`src/rtl/pll_reconfig_sequencer.sv`:
```
// PLL reconfiguration sequencer: writes M/N/C/BW/CP over Avalon-MM,
// starts the reconfig and polls status with a timeout.
module pll_reconfig_sequencer #(
  parameter int NUM_C        = 2,
  parameter int WRITE_GAP    = 2,
  parameter int POLL_TIMEOUT = 4096,
  parameter int ADDR_W       = 6,
  parameter int DATA_W       = 32
) (
  input  logic                clk,
  input  logic                reset,
  input  logic                mode_change,
  input  logic [17:0]         m_cfg,
  input  logic [17:0]         n_cfg,
  input  logic [NUM_C*18-1:0] c_cfg,
  input  logic [3:0]          bw_cfg,
  input  logic [2:0]          cp_cfg,
  input  logic                mgmt_waitrequest,
  input  logic [DATA_W-1:0]   mgmt_readdata,
  output logic                mgmt_read,
  output logic                mgmt_write,
  output logic [ADDR_W-1:0]   mgmt_address,
  output logic [DATA_W-1:0]   mgmt_writedata,
  output logic                busy,
  output logic                done,
  output logic                timeout_err
);

  localparam int GW = (WRITE_GAP > 0) ? $clog2(WRITE_GAP + 1) : 1;
  localparam int PW = $clog2(POLL_TIMEOUT);
  localparam int CW = (NUM_C > 1) ? $clog2(NUM_C) : 1;

  typedef enum logic [3:0] {
    S_IDLE, S_MODE, S_M, S_N, S_C,
    S_BW, S_CP, S_START, S_STATUS
  } state_t;

  state_t r_state, w_state_nxt;

  logic r_sync1, r_sync2, r_sync3;
  logic r_pend;
  logic [17:0] r_m_sh, r_n_sh;
  logic [NUM_C-1:0][17:0] r_c_sh;
  logic [3:0] r_bw_sh;
  logic [2:0] r_cp_sh;
  logic [GW-1:0] r_gap;
  logic [PW-1:0] r_poll;
  logic [CW-1:0] r_cidx, w_cidx_nxt;

  logic r_write, r_read, r_busy, r_done, r_to;
  logic [ADDR_W-1:0] r_addr, w_addr_n;
  logic [DATA_W-1:0] r_data, w_data_n;
  logic w_wr_n, w_rd_n, w_busy_n, w_done_n, w_to_n;

  logic w_edge, w_is_wr, w_acc, w_slot_end;
  logic w_ok, w_to, w_last_c, w_start, w_load;
  logic w_unused;

  assign w_unused = ^mgmt_readdata[DATA_W-1:1];

  always_ff @(posedge clk or posedge reset) begin
    if (reset) begin
      r_sync1 <= 1'b0;
      r_sync2 <= 1'b0;
      r_sync3 <= 1'b0;
    end else begin
      r_sync1 <= mode_change;
      r_sync2 <= r_sync1;
      r_sync3 <= r_sync2;
    end
  end

  assign w_edge     = r_sync2 & ~r_sync3;
  assign w_is_wr    = (r_state != S_IDLE) && (r_state != S_STATUS);
  assign w_acc      = r_write & ~mgmt_waitrequest;
  assign w_slot_end = w_is_wr &
    ((WRITE_GAP == 0) ? w_acc : (~r_write & (r_gap == GW'(1))));
  assign w_ok       = r_read & ~mgmt_waitrequest & mgmt_readdata[0];
  assign w_to       = (r_poll == PW'(POLL_TIMEOUT - 1));
  assign w_last_c   = (r_cidx == CW'(NUM_C - 1));

  always_ff @(posedge clk or posedge reset) begin
    if (reset) r_state <= S_IDLE;
    else       r_state <= w_state_nxt;
  end

  always_comb begin
    w_state_nxt = r_state;
    case (r_state)
      S_IDLE:   if (w_edge | r_pend) w_state_nxt = S_MODE;
      S_MODE:   if (w_slot_end) w_state_nxt = S_M;
      S_M:      if (w_slot_end) w_state_nxt = S_N;
      S_N:      if (w_slot_end) w_state_nxt = S_C;
      S_C:      if (w_slot_end && w_last_c) w_state_nxt = S_BW;
      S_BW:     if (w_slot_end) w_state_nxt = S_CP;
      S_CP:     if (w_slot_end) w_state_nxt = S_START;
      S_START:  if (w_slot_end) w_state_nxt = S_STATUS;
      S_STATUS: if (w_ok | w_to) w_state_nxt = S_IDLE;
      default:  w_state_nxt = S_IDLE;
    endcase
  end

  assign w_start = (r_state == S_IDLE) && (w_state_nxt == S_MODE);
  assign w_load  = w_start | (w_slot_end & (w_state_nxt != S_STATUS));

  always_comb begin
    w_cidx_nxt = '0;
    if (r_state == S_C) begin
      w_cidx_nxt = r_cidx;
      if (w_slot_end && !w_last_c) w_cidx_nxt = r_cidx + CW'(1);
    end
  end

  always_comb begin
    w_wr_n   = w_load | (r_write & ~w_acc);
    w_rd_n   = (w_state_nxt == S_STATUS);
    w_busy_n = (w_state_nxt != S_IDLE);
    w_done_n = (r_state == S_STATUS) & w_ok;
    w_to_n   = (r_state == S_STATUS) & ~w_ok & w_to;
    w_addr_n = r_addr;
    w_data_n = r_data;
    if (w_state_nxt == S_STATUS && r_state != S_STATUS)
      w_addr_n = ADDR_W'(1);
    if (w_load) begin
      case (w_state_nxt)
        S_MODE: begin
          w_addr_n = ADDR_W'(0);
          w_data_n = DATA_W'(1);
        end
        S_M: begin
          w_addr_n = ADDR_W'(4);
          w_data_n = DATA_W'(r_m_sh);
        end
        S_N: begin
          w_addr_n = ADDR_W'(3);
          w_data_n = DATA_W'(r_n_sh);
        end
        S_C: begin
          w_addr_n = ADDR_W'(5);
          w_data_n = DATA_W'({5'(w_cidx_nxt), r_c_sh[w_cidx_nxt]});
        end
        S_BW: begin
          w_addr_n = ADDR_W'(8);
          w_data_n = DATA_W'(r_bw_sh);
        end
        S_CP: begin
          w_addr_n = ADDR_W'(9);
          w_data_n = DATA_W'(r_cp_sh);
        end
        S_START: begin
          w_addr_n = ADDR_W'(2);
          w_data_n = DATA_W'(1);
        end
        default: ;
      endcase
    end
  end

  // An edge while a sequence runs (incl. its completion cycle) is remembered once.
  always_ff @(posedge clk or posedge reset) begin
    if (reset) begin
      r_pend <= 1'b0;
    end else if (w_start) begin
      r_pend <= 1'b0;
    end else if (w_edge && r_state != S_IDLE) begin
      r_pend <= 1'b1;
    end
  end

  always_ff @(posedge clk or posedge reset) begin
    if (reset) begin
      r_m_sh  <= '0;
      r_n_sh  <= '0;
      r_c_sh  <= '0;
      r_bw_sh <= '0;
      r_cp_sh <= '0;
    end else if (w_start) begin
      r_m_sh  <= m_cfg;
      r_n_sh  <= n_cfg;
      r_c_sh  <= c_cfg;
      r_bw_sh <= bw_cfg;
      r_cp_sh <= cp_cfg;
    end
  end

  always_ff @(posedge clk or posedge reset) begin
    if (reset) begin
      r_gap  <= '0;
      r_poll <= '0;
      r_cidx <= '0;
    end else begin
      if (w_is_wr && w_acc) r_gap <= GW'(WRITE_GAP);
      else if (r_gap != '0) r_gap <= r_gap - GW'(1);
      r_poll <= (r_state == S_STATUS) ? r_poll + PW'(1) : '0;
      r_cidx <= w_cidx_nxt;
    end
  end

  always_ff @(posedge clk or posedge reset) begin
    if (reset) begin
      r_write <= 1'b0;
      r_read  <= 1'b0;
      r_busy  <= 1'b0;
      r_done  <= 1'b0;
      r_to    <= 1'b0;
      r_addr  <= '0;
      r_data  <= '0;
    end else begin
      r_write <= w_wr_n;
      r_read  <= w_rd_n;
      r_busy  <= w_busy_n;
      r_done  <= w_done_n;
      r_to    <= w_to_n;
      r_addr  <= w_addr_n;
      r_data  <= w_data_n;
    end
  end

  assign mgmt_write     = r_write;
  assign mgmt_read      = r_read;
  assign mgmt_address   = r_addr;
  assign mgmt_writedata = r_data;
  assign busy           = r_busy;
  assign done           = r_done;
  assign timeout_err    = r_to;

endmodule
```
`config.mk`:
```
export PLATFORM = sky130hd
export DESIGN_NAME = pll_reconfig_sequencer
export DESIGN_NICKNAME = d
export VERILOG_FILES = /design/src/rtl/pll_reconfig_sequencer.sv
export SDC_FILE = /design/constraint.sdc
export NUM_CORES = 1
export LEC_CHECK = 0
export CORE_MARGIN = 5
export CORE_UTILIZATION = 49
export DETAILED_ROUTE_END_ITERATION = 6
export HOLD_SLACK_MARGIN = 0.12
export PLACE_DENSITY = 0.81
export SLEW_MARGIN = 15
export SYNTH_ARGS = -nofsm -noshare
export SYNTH_HDL_FRONTEND = slang
export SYNTH_SLANG_ARGS = --single-unit
```
`constraint.sdc`:
```
create_clock -name clk -period 5.19 [get_ports clk]
set_clock_uncertainty 0.05 [all_clocks]
set_input_delay 1.038 -clock clk [delete_from_list [all_inputs] [get_ports clk]]
set_output_delay 1.038 -clock clk [all_outputs]
set_load 0.05 [all_outputs]
```
==> results of run 1 <==
==> registers in the layout (all words and copies together), names as in the netlist, 3 cells and up <==
register / cells
r_c_sh: 36
mgmt_writedata: 19
r_m_sh: 18
r_n_sh: 18
r_poll: 12
mgmt_address: 6
r_bw_sh: 4
r_state: 4
r_cp_sh: 3
==> kinds of logic (layout without fill, tap and decap cells) <==
logic type,Yosys count,after routing,synth area share [%]
buffers and inverters,50,158,4.776
DFF,132,132,55.30
other,1,13,0.06278
xor gates and xnor gates,10,10,1.466
muxes,98,98,18.56
and+or+nand+nor,116,116,9.887
AOI/OAI and AO/OA,89,89,9.154
adders and majority gates,4,4,0.7961
==> critical path, stage by stage, from the launching register on <==
cell and delay, ns:
dfrtp_1 0.41, ha_1 0.27, nand2b_2 0.17, nor4_2 0.09, a311oi_4 0.26, buf_4 0.37, inv_2 0.29, o21bai_4 0.83
a32o_1 0.30
==> worst paths after layout <==
check	start	end	slack (ns)	cells after the start
worst max-delay path	r_gap[0]	mgmt_address[1]	2.05	8
worst min register to register	r_sync1	r_sync2	0.30	0
worst min-delay path	r_sync1	r_sync2	0.30	0
max in group asynchronous	reset	mgmt_address[0]	3.01	3
min in group asynchronous	reset	r_n_sh[7]	1.16	2
worst max register to register	r_gap[0]	mgmt_address[1]	2.05	8
==> cell usage in the layout, fill, tap and decap left out, drive strengths merged, types with 7 or more instances in the layout <==
master	n
dfrtp	132
clkdlybuf4s50	113
mux2	82
o21ai	42
nand2	38
clkbuf	27
nor2	24
a21oi	23
and3	18
mux2i	16
conb	13
inv	10
nand3	9
xor2	7
==> where the power goes <==
group          internal, mW  switching (mW)  total [mW]
Sequential             1.46           0.271        1.73
Clock                 0.717           0.405        1.12
Combinational         0.867            1.10        1.97
Total                  3.04            1.78        4.82
==> metal layers <==
layer	global-route usage, %	routed length (um)	vias to the layer above
li1	-	-	1960
met1	24.50	5791	2085
met2	32.94	7015	131
met3	6.876	847	21
met4	7.365	255	0
met5	0	0	-
==> area by class of cell <==
class / count / area [um^2] / area share, %
Clock buffer: 27 / 513.0 / 6.668
Sequential cell: 132 / 3303 / 42.93
Multi-Input combinational cell: 330 / 2445 / 31.78
Clock inverter: 4 / 45.04 / 0.5855
Inverter: 10 / 42.54 / 0.5529
Tap cell: 147 / 183.9 / 2.391
Timing Repair Buffer: 117 / 1161 / 15.09
==> impl_metrics.json, run 1 <==
{
  "critPathCaptureType": "flop",
  "drc": 0,
  "maxCapViolations": 0,
  "vdd_ir_drop_max_v": 0.0003150,
  "synth_top_area_cell": "dfrtp_1",
  "cts-resized-gates": 0,
  "io_pins": 158,
  "cp.arrival_ns": 3.44,
  "diodes": 0,
  "dpl.hpwl_mm": 9.239,
  "drive_above_1_share_pct": 20.00,
  "max-slew-margin-rel_pct": 31.41,
  "cts.clk_slew.worst_paths_ns": 0.05,
  "grt-ovfl-total": 0,
  "antenna_left": 0,
  "finalCritPeriodShare_pct": 60.46,
  "cts-root-buf": "clkbuf_16",
  "cts_buffer_depth": 2,
  "cts_tree": "yes",
  "numCtsBuffers": 17,
  "grt_start_max_net_pins": 106,
  "fin_util_pct": 64.32,
  "crit_required_ns": 5.49,
  "drt_iter0_drc": 303,
  "fp.dieW_um": 120.4,
  "ys_types": 51,
  "max_freq_ghz": 0.3187,
  "holdWs_ns": 0.3039,
  "rows": 40,
  "ys_ff_latch": 132,
  "avgSynthCellArea_um2": 11.95,
  "synth_top_area_share_pct": 55.30,
  "outcome": "complete, no violations",
  "grt_pass1_wl_mm": 22.58,
  "hold_viol": 0,
  "clock-sinks": 132,
  "track_usage_pct": 20.03,
  "tns_ns": 0,
  "area_growth_pct": 28.80,
  "vias": 4197,
  "dr.pass1.iters": 4,
  "rsz0062_at_grt": "false",
  "min_period_ns": 3.138,
  "grt_pass1_vias": 4475,
  "place_area_um2": 7136,
  "coreArea_um2": 11960,
  "vias_per_cell": 5.472,
  "slew_violations": 0,
  "synthCells": 500,
  "fin_cells": 767,
  "cellPowerDensity_nw_per_um2": 625.9,
  "die_h_um": 120.4,
  "drt_wl_total_mm": 13.91,
  "synth-async-reset-ratio_pct": 100.0,
  "path_class": "flop to flop",
  "final_area_um2": 7694,
  "yosysMostFrequentCell": "dfrtp_1",
  "p_leak_nw": 3.381,
  "synth_edf_count": 0,
  "antenna_found_initial": 0,
  "globalplace.congestion": 0.8102,
  "placed_cells": 736,
  "ys_seq_area_share_pct": 55.30,
  "hp-class": "flop to flop",
  "synthTopCellsByArea": "dfrtp_1 55%, mux2_2 15%, nand2_1 2.4%, mux2i_1 2.3%, o21ai_1 2.1%",
  "cts-hold-fix-buffers": 0,
  "start_util_pct": 49.94,
  "fill_cells": 892,
  "finalSetupViolCount": 0,
  "dieArea_um2": 14500,
  "htree_levels": 4,
  "nNetsFinal": 726,
  "synth_area_um2": 5973,
  "yosys_warnings": 0,
  "avgRoutedWirePerCell_um": 18.14,
  "worst_pin_slew_ns": 1.029,
  "pre_cts_slack_ns": 2.141,
  "total_power_mw": 4.816,
  "cp_max_fo": 39,
  "start_kind": "flop",
  "numPortBuffers": 113,
  "synth_ff_type": "dfrtp_1",
  "cts_setup_buffers": 0,
  "synth_commonest_cells": "132 x dfrtp_1, 82 x mux2_2, 38 x nand2_1",
  "clock_latency_ns": 0.42,
  "layout_setup_ws_ns": 2.052
}
No activity file was read; power rests on OpenSTA's default activity.
==> run 2, diff against run 1 <==
--- a/config.mk
+++ b/config.mk
@@ -6,10 +6,10 @@
 export NUM_CORES = 1
 export LEC_CHECK = 0
 export CORE_MARGIN = 5
-export CORE_UTILIZATION = 49
+export CORE_UTILIZATION = 44
 export DETAILED_ROUTE_END_ITERATION = 6
 export HOLD_SLACK_MARGIN = 0.12
-export PLACE_DENSITY = 0.81
+export PLACE_DENSITY = 0.76
 export SLEW_MARGIN = 15
 export SYNTH_ARGS = -nofsm -noshare
 export SYNTH_HDL_FRONTEND = slang
==> constraint.sdc (replaced) <==
create_clock -name clk -period 2.59 [get_ports clk]
set_clock_uncertainty 0.05 [all_clocks]
set_input_delay 0.518 -clock clk [delete_from_list [all_inputs] [get_ports clk]]
set_output_delay 0.518 -clock clk [all_outputs]
set_load 0.05 [all_outputs]
==> impl_metrics.json, run 2 (synthesized netlist as in run 1, its figures left out) <==
{
  "diodes": 0,
  "crit_required_ns": 2.83,
  "track_usage_pct": 18.85,
  "final_cell_mix": "132 x dfrtp_1, 113 x clkdlybuf4s50_1, 82 x mux2_2, 38 x nand2_1, 25 x o21ai_1",
  "fin_cells": 810,
  "cts-root-buf": "clkbuf_16",
  "use_met2_pct": 31.51,
  "clkPwrFrac_pct": 22.7,
  "cts_setup_buffers": 0,
  "r2r-end": "mgmt_writedata[3]",
  "reg2regPathDepth": 7,
  "cp.arrival_ns": 2.60,
  "grt_pass1_wl_mm": 23.48,
  "fill_cells": 1125,
  "worst_pin_slew_ns": 0.5830,
  "clock-sinks": 132,
  "hp-class": "flop to flop",
  "drt_iter0_drc": 325,
  "cp-startpoint": "r_gap[0]",
  "grt_pass1_vias": 4556,
  "fp.dieW_um": 126.5,
  "area_growth_pct": 32.43,
  "grt_start_max_net_pins": 47,
  "path_class": "flop to flop",
  "die_h_um": 126.5,
  "vias": 4223,
  "multi_input_area_um2": 2437,
  "top_usage_layer": "met2",
  "placed_cells": 781,
  "largest_reg_flops": 36,
  "met3_usage_pct": 6.683,
  "mostFrequentLayoutCell": "dfrtp_1",
  "cts-resized-gates": 0,
  "numPortBuffers": 113,
  "seqPwrFrac_pct": 34.4,
  "min_period_ns": 2.360,
  "cp-endpoint": "mgmt_writedata[3]",
  "hold_viol": 0,
  "max_stage_delay_ns": 0.40,
  "seqCellArea_um2": 3303,
  "grt-ovfl-total": 0,
  "io_pins": 158,
  "cp_slowest_cell": "dfrtp_1",
  "dieArea_um2": 16010,
  "cts_buffer_depth": 2,
  "fin_util_pct": 59.50,
  "critPathCaptureType": "flop",
  "vias_per_cell": 5.214,
  "top_register": "r_c_sh",
  "swShare_pct": 36.68,
  "r2r_slack_ns": 0.23,
  "maxCapViolations": 0,
  "nNetsFinal": 742,
  "pwr-share-comb_pct": 42.9,
  "numCtsBuffers": 17,
  "antenna_found_initial": 1,
  "slew_violations": 0,
  "r2r_start": "r_gap[0]",
  "rows": 42,
  "cts.clk_slew.worst_paths_ns": 0.05,
  "clock_latency_ns": 0.41,
  "dr.pass1.iters": 5,
  "start_util_pct": 44.93,
  "total_power_mw": 9.889,
  "finalCritPeriodShare_pct": 91.13,
  "vdd_ir_drop_max_v": 0.0006567,
  "tns_ns": 0,
  "max-slew-margin-rel_pct": 61.05,
  "cellPowerDensity_nw_per_um2": 1250,
  "use_met1_pct": 22.73,
  "htree_levels": 4,
  "cts_tree": "yes",
  "dpl.hpwl_mm": 10.30,
  "outcome": "complete, no violations",
  "start_kind": "flop",
  "finalSetupViolCount": 0,
  "drc": 0,
  "crit_path_cell_trace": "ha_1 -> nor2b_1 -> o211ai_1 -> buf_12 -> mux2_2 -> a221oi_1 -> o31ai_1",
  "drive_above_1_share_pct": 22.24,
  "drt_wl_total_mm": 14.45,
  "globalplace.congestion": 0.7871,
  "coreArea_um2": 13300,
  "antenna_left": 0,
  "cts-hold-fix-buffers": 0,
  "rsz0062_at_grt": "false",
  "intPower_mw": 6.262,
  "p_leak_nw": 3.481,
  "switchingPower_mw": 3.627,
  "cp_max_fo": 19,
  "max_freq_ghz": 0.4237,
  "avgRoutedWirePerCell_um": 17.84
}
==> run 2: power by group through the flow <==
stage	clock (mW)	combinational, mW	sequential [mW]
global route	2.40	4.61	3.50
finish	2.25	4.24	3.40
CTS	2.30	4.29	3.40
detailed placement	0	4.25	3.41
floorplan	0	2.63	3.74
global placement	0	4.13	3.37
==> run 2: metal layers <==
layer / wire, um / vias up
met5: 13 / -
met4: 217 / 2
met3: 983 / 19
met2: 7260 / 116
met1: 5975 / 2097
li1: - / 1989
==> run 2: area by class of cell <==
type	count	area share, %
repair buffers	133	17.15
clock buffers	24	6.343
well taps	176	2.784
multi-input cells	330	30.81
clock inverters	5	0.6327
inverters	10	0.5220
flip-flops and latches	132	41.76
==> run 2: stage by stage <==
stage	hold WS, ns	cell area, um^2	worst slack (ns)
2_1_floorplan	0.2812	6022	0.3381
4_1_cts	0.3116	7910	0.2267
3_3_place_gp	0.2949	7358	0.2846
3_5_place_dp	0.2857	7358	0.2364
5_1_grt	0.3263	7910	0.06123
6_report	0.3069	7910	0.2297
==> run 2: critical path: cells and delay by family (launching register included) <==
kind,cells,cell delay [ns]
AO/OA/AOI/OAI,3,0.74
flip-flops,1,0.40
multiplexers,1,0.36
adder cells (fa/ha/maj),1,0.27
buffers and inverters,1,0.23
AND/OR/NAND/NOR,1,0.16
==> run 2: how the worst min path moves through the flow <==
stage / from / endpoint / slack (ns) / depth (start not counted)
3_5_place_dp: r_sync1 / r_sync2 / 0.29 / 0
5_1_grt: r_sync1 / r_sync2 / 0.33 / 0
4_1_cts: r_sync1 / r_sync2 / 0.31 / 0
2_1_floorplan: r_sync1 / r_sync2 / 0.28 / 0
6_report: r_sync1 / r_sync2 / 0.31 / 0
3_3_place_gp: r_sync1 / r_sync2 / 0.29 / 0
==> run 3, diff against run 2 <==
--- a/config.mk
+++ b/config.mk
@@ -8,6 +8,7 @@
 export CORE_MARGIN = 5
 export CORE_UTILIZATION = 44
 export DETAILED_ROUTE_END_ITERATION = 6
+export GPL_TIMING_DRIVEN = 0
 export HOLD_SLACK_MARGIN = 0.12
 export PLACE_DENSITY = 0.76
 export SLEW_MARGIN = 15
==> impl_metrics.json, run 3 (synthesized netlist as in run 1, its figures left out) <==
{
  "htree_levels": 4,
  "routed.top_layer": "met5",
  "io_pins": 158,
  "rows": 42,
  "path_class": "flop to flop",
  "hold_viol": 0,
  "die_h_um": 126.5,
  "dieArea_um2": 16010,
  "vias": 4424,
  "drt_wl_total_mm": 15.59,
  "holdWs_ns": 0.3016,
  "pre_cts_slack_ns": 0.1678,
  "coreArea_um2": 13300,
  "fill_cells": 1074,
  "largest_reg_flops": 36,
  "hp-class": "flop to flop",
  "cts.clk_slew.worst_paths_ns": 0.06,
  "grt_pass1_wl_mm": 24.76,
  "max_freq_ghz": 0.4153,
  "dr.pass1.iters": 6,
  "layout_setup_ws_ns": 0.1821,
  "wl_met3_mm": 1.264,
  "fin_util_pct": 61.01,
  "dpl.hpwl_mm": 11.48,
  "final_cell_mix": "132 x dfrtp_1, 113 x clkdlybuf4s50_1, 82 x mux2_2, 38 x nand2_1, 25 x o21ai_1",
  "numCtsBuffers": 17,
  "wl_met1_mm": 6.376,
  "clock-sinks": 132,
  "crit_required_ns": 2.84,
  "cp.arrival_ns": 2.66,
  "vias_per_cell": 5.279,
  "mostFrequentLayoutCell": "dfrtp_1",
  "numPortBuffers": 113,
  "max-slew-margin-rel_pct": 45.91,
  "nNetsFinal": 767,
  "grt_pass1_vias": 4747,
  "area_growth_pct": 35.80,
  "antenna_found_initial": 2,
  "fp.dieW_um": 126.5,
  "grt_start_max_net_pins": 38,
  "cts_buffer_depth": 2,
  "min_period_ns": 2.408,
  "rsz0062_at_grt": "false",
  "drt_iter0_drc": 260,
  "avgRoutedWirePerCell_um": 18.60,
  "maxCapViolations": 0,
  "cellPowerDensity_nw_per_um2": 1276,
  "cts-root-buf": "clkbuf_16",
  "diodes": 0,
  "total_power_mw": 10.35,
  "grt-ovfl-total": 0,
  "start_kind": "flop",
  "clock_latency_ns": 0.42,
  "drc": 0,
  "track_usage_pct": 19.97,
  "cts_tree": "yes",
  "vdd_ir_drop_max_v": 0.0007606,
  "globalplace.congestion": 0.8416,
  "worst_pin_slew_ns": 0.8096,
  "outcome": "complete, no violations",
  "dr_wl_met2_mm": 7.708,
  "drive_above_1_share_pct": 25.38,
  "top_register": "r_c_sh",
  "start_util_pct": 44.93,
  "finalCritPeriodShare_pct": 92.97,
  "critPathCaptureType": "flop",
  "p_leak_nw": 3.611,
  "finalSetupViolCount": 0,
  "antenna_left": 0,
  "cp_max_fo": 10,
  "slew_violations": 0
}
-- run 3: cell types whose count changed in the layout (fill, tap and decap cells not counted), moves of 2 or more --
cell / delta
buf_12: -3
bufinv_16: +4
buf_2: +18
buf_4: +4
clkbuf_8: -3
clkinvlp_4: +4
buf_6: +2
-- run 3: layout make-up --
class                           instances  area [um^2]  area share, %
Buffer                                 40        249.0          3.070
Clock buffer                           19        452.9          5.584
Clock inverter                         13        203.9          2.514
Inverter                               10        41.29         0.5090
Multi-Input combinational cell        330         2435          30.02
Sequential cell                       132         3303          40.72
Tap cell                              176        220.2          2.715
Timing Repair Buffer                  118         1206          14.87
-- run 3: stage by stage --
step                cell area (um^2)  cells  TNS, ns
floorplan                       6022    512        0
global placement                7373    801   -90.05
detailed placement              7433    804        0
CTS                             8090    836        0
global route                    8112    838        0
finish                          8112    838        0
-- run 3: final timing paths --
kind / startpoint / cells after the start / to / slack [ns]
worst max register to register: r_gap[0] / 9 / mgmt_writedata[9] / 0.18
worst max-delay path: r_gap[0] / 9 / mgmt_writedata[9] / 0.18
max in group asynchronous: reset / 4 / r_cp_sh[1] / 1.10
worst min register to register: r_sync1 / 0 / r_sync2 / 0.30
worst min-delay path: r_sync1 / 0 / r_sync2 / 0.30
min in group asynchronous: reset / 2 / mgmt_writedata[8] / 0.55
-- run 3: what timing repair did --
action | CTS | global route
hold buffers | 0 | 0
gates resized for setup | 0 | 3
endpoints found under the setup margin | 0 | 7
setup buffers | 0 | 2
-- run 3: metal layers --
layer	global-route usage, %	up-vias
met5	0	-
met4	4.984	4
met3	8.197	26
met2	32.94	149
met1	24.52	2201
li1	-	2044
-- run 3: worst max-delay path: stages, from the launching register on --
cell      delay, ns
dfrtp_1        0.41
ha_1           0.27
nor2b_1        0.17
o211ai_1       0.16
buf_4          0.24
buf_2          0.35
mux2i_1        0.28
o21ai_1        0.12
a21oi_1        0.16
o21ai_1        0.07
-- run 3: where the power goes --
| part | switching [mW] | internal [mW] |
|---|---|---|
| combinational | 2.42 | 1.90 |
| clock | 0.887 | 1.75 |
| sequential | 0.478 | 2.92 |
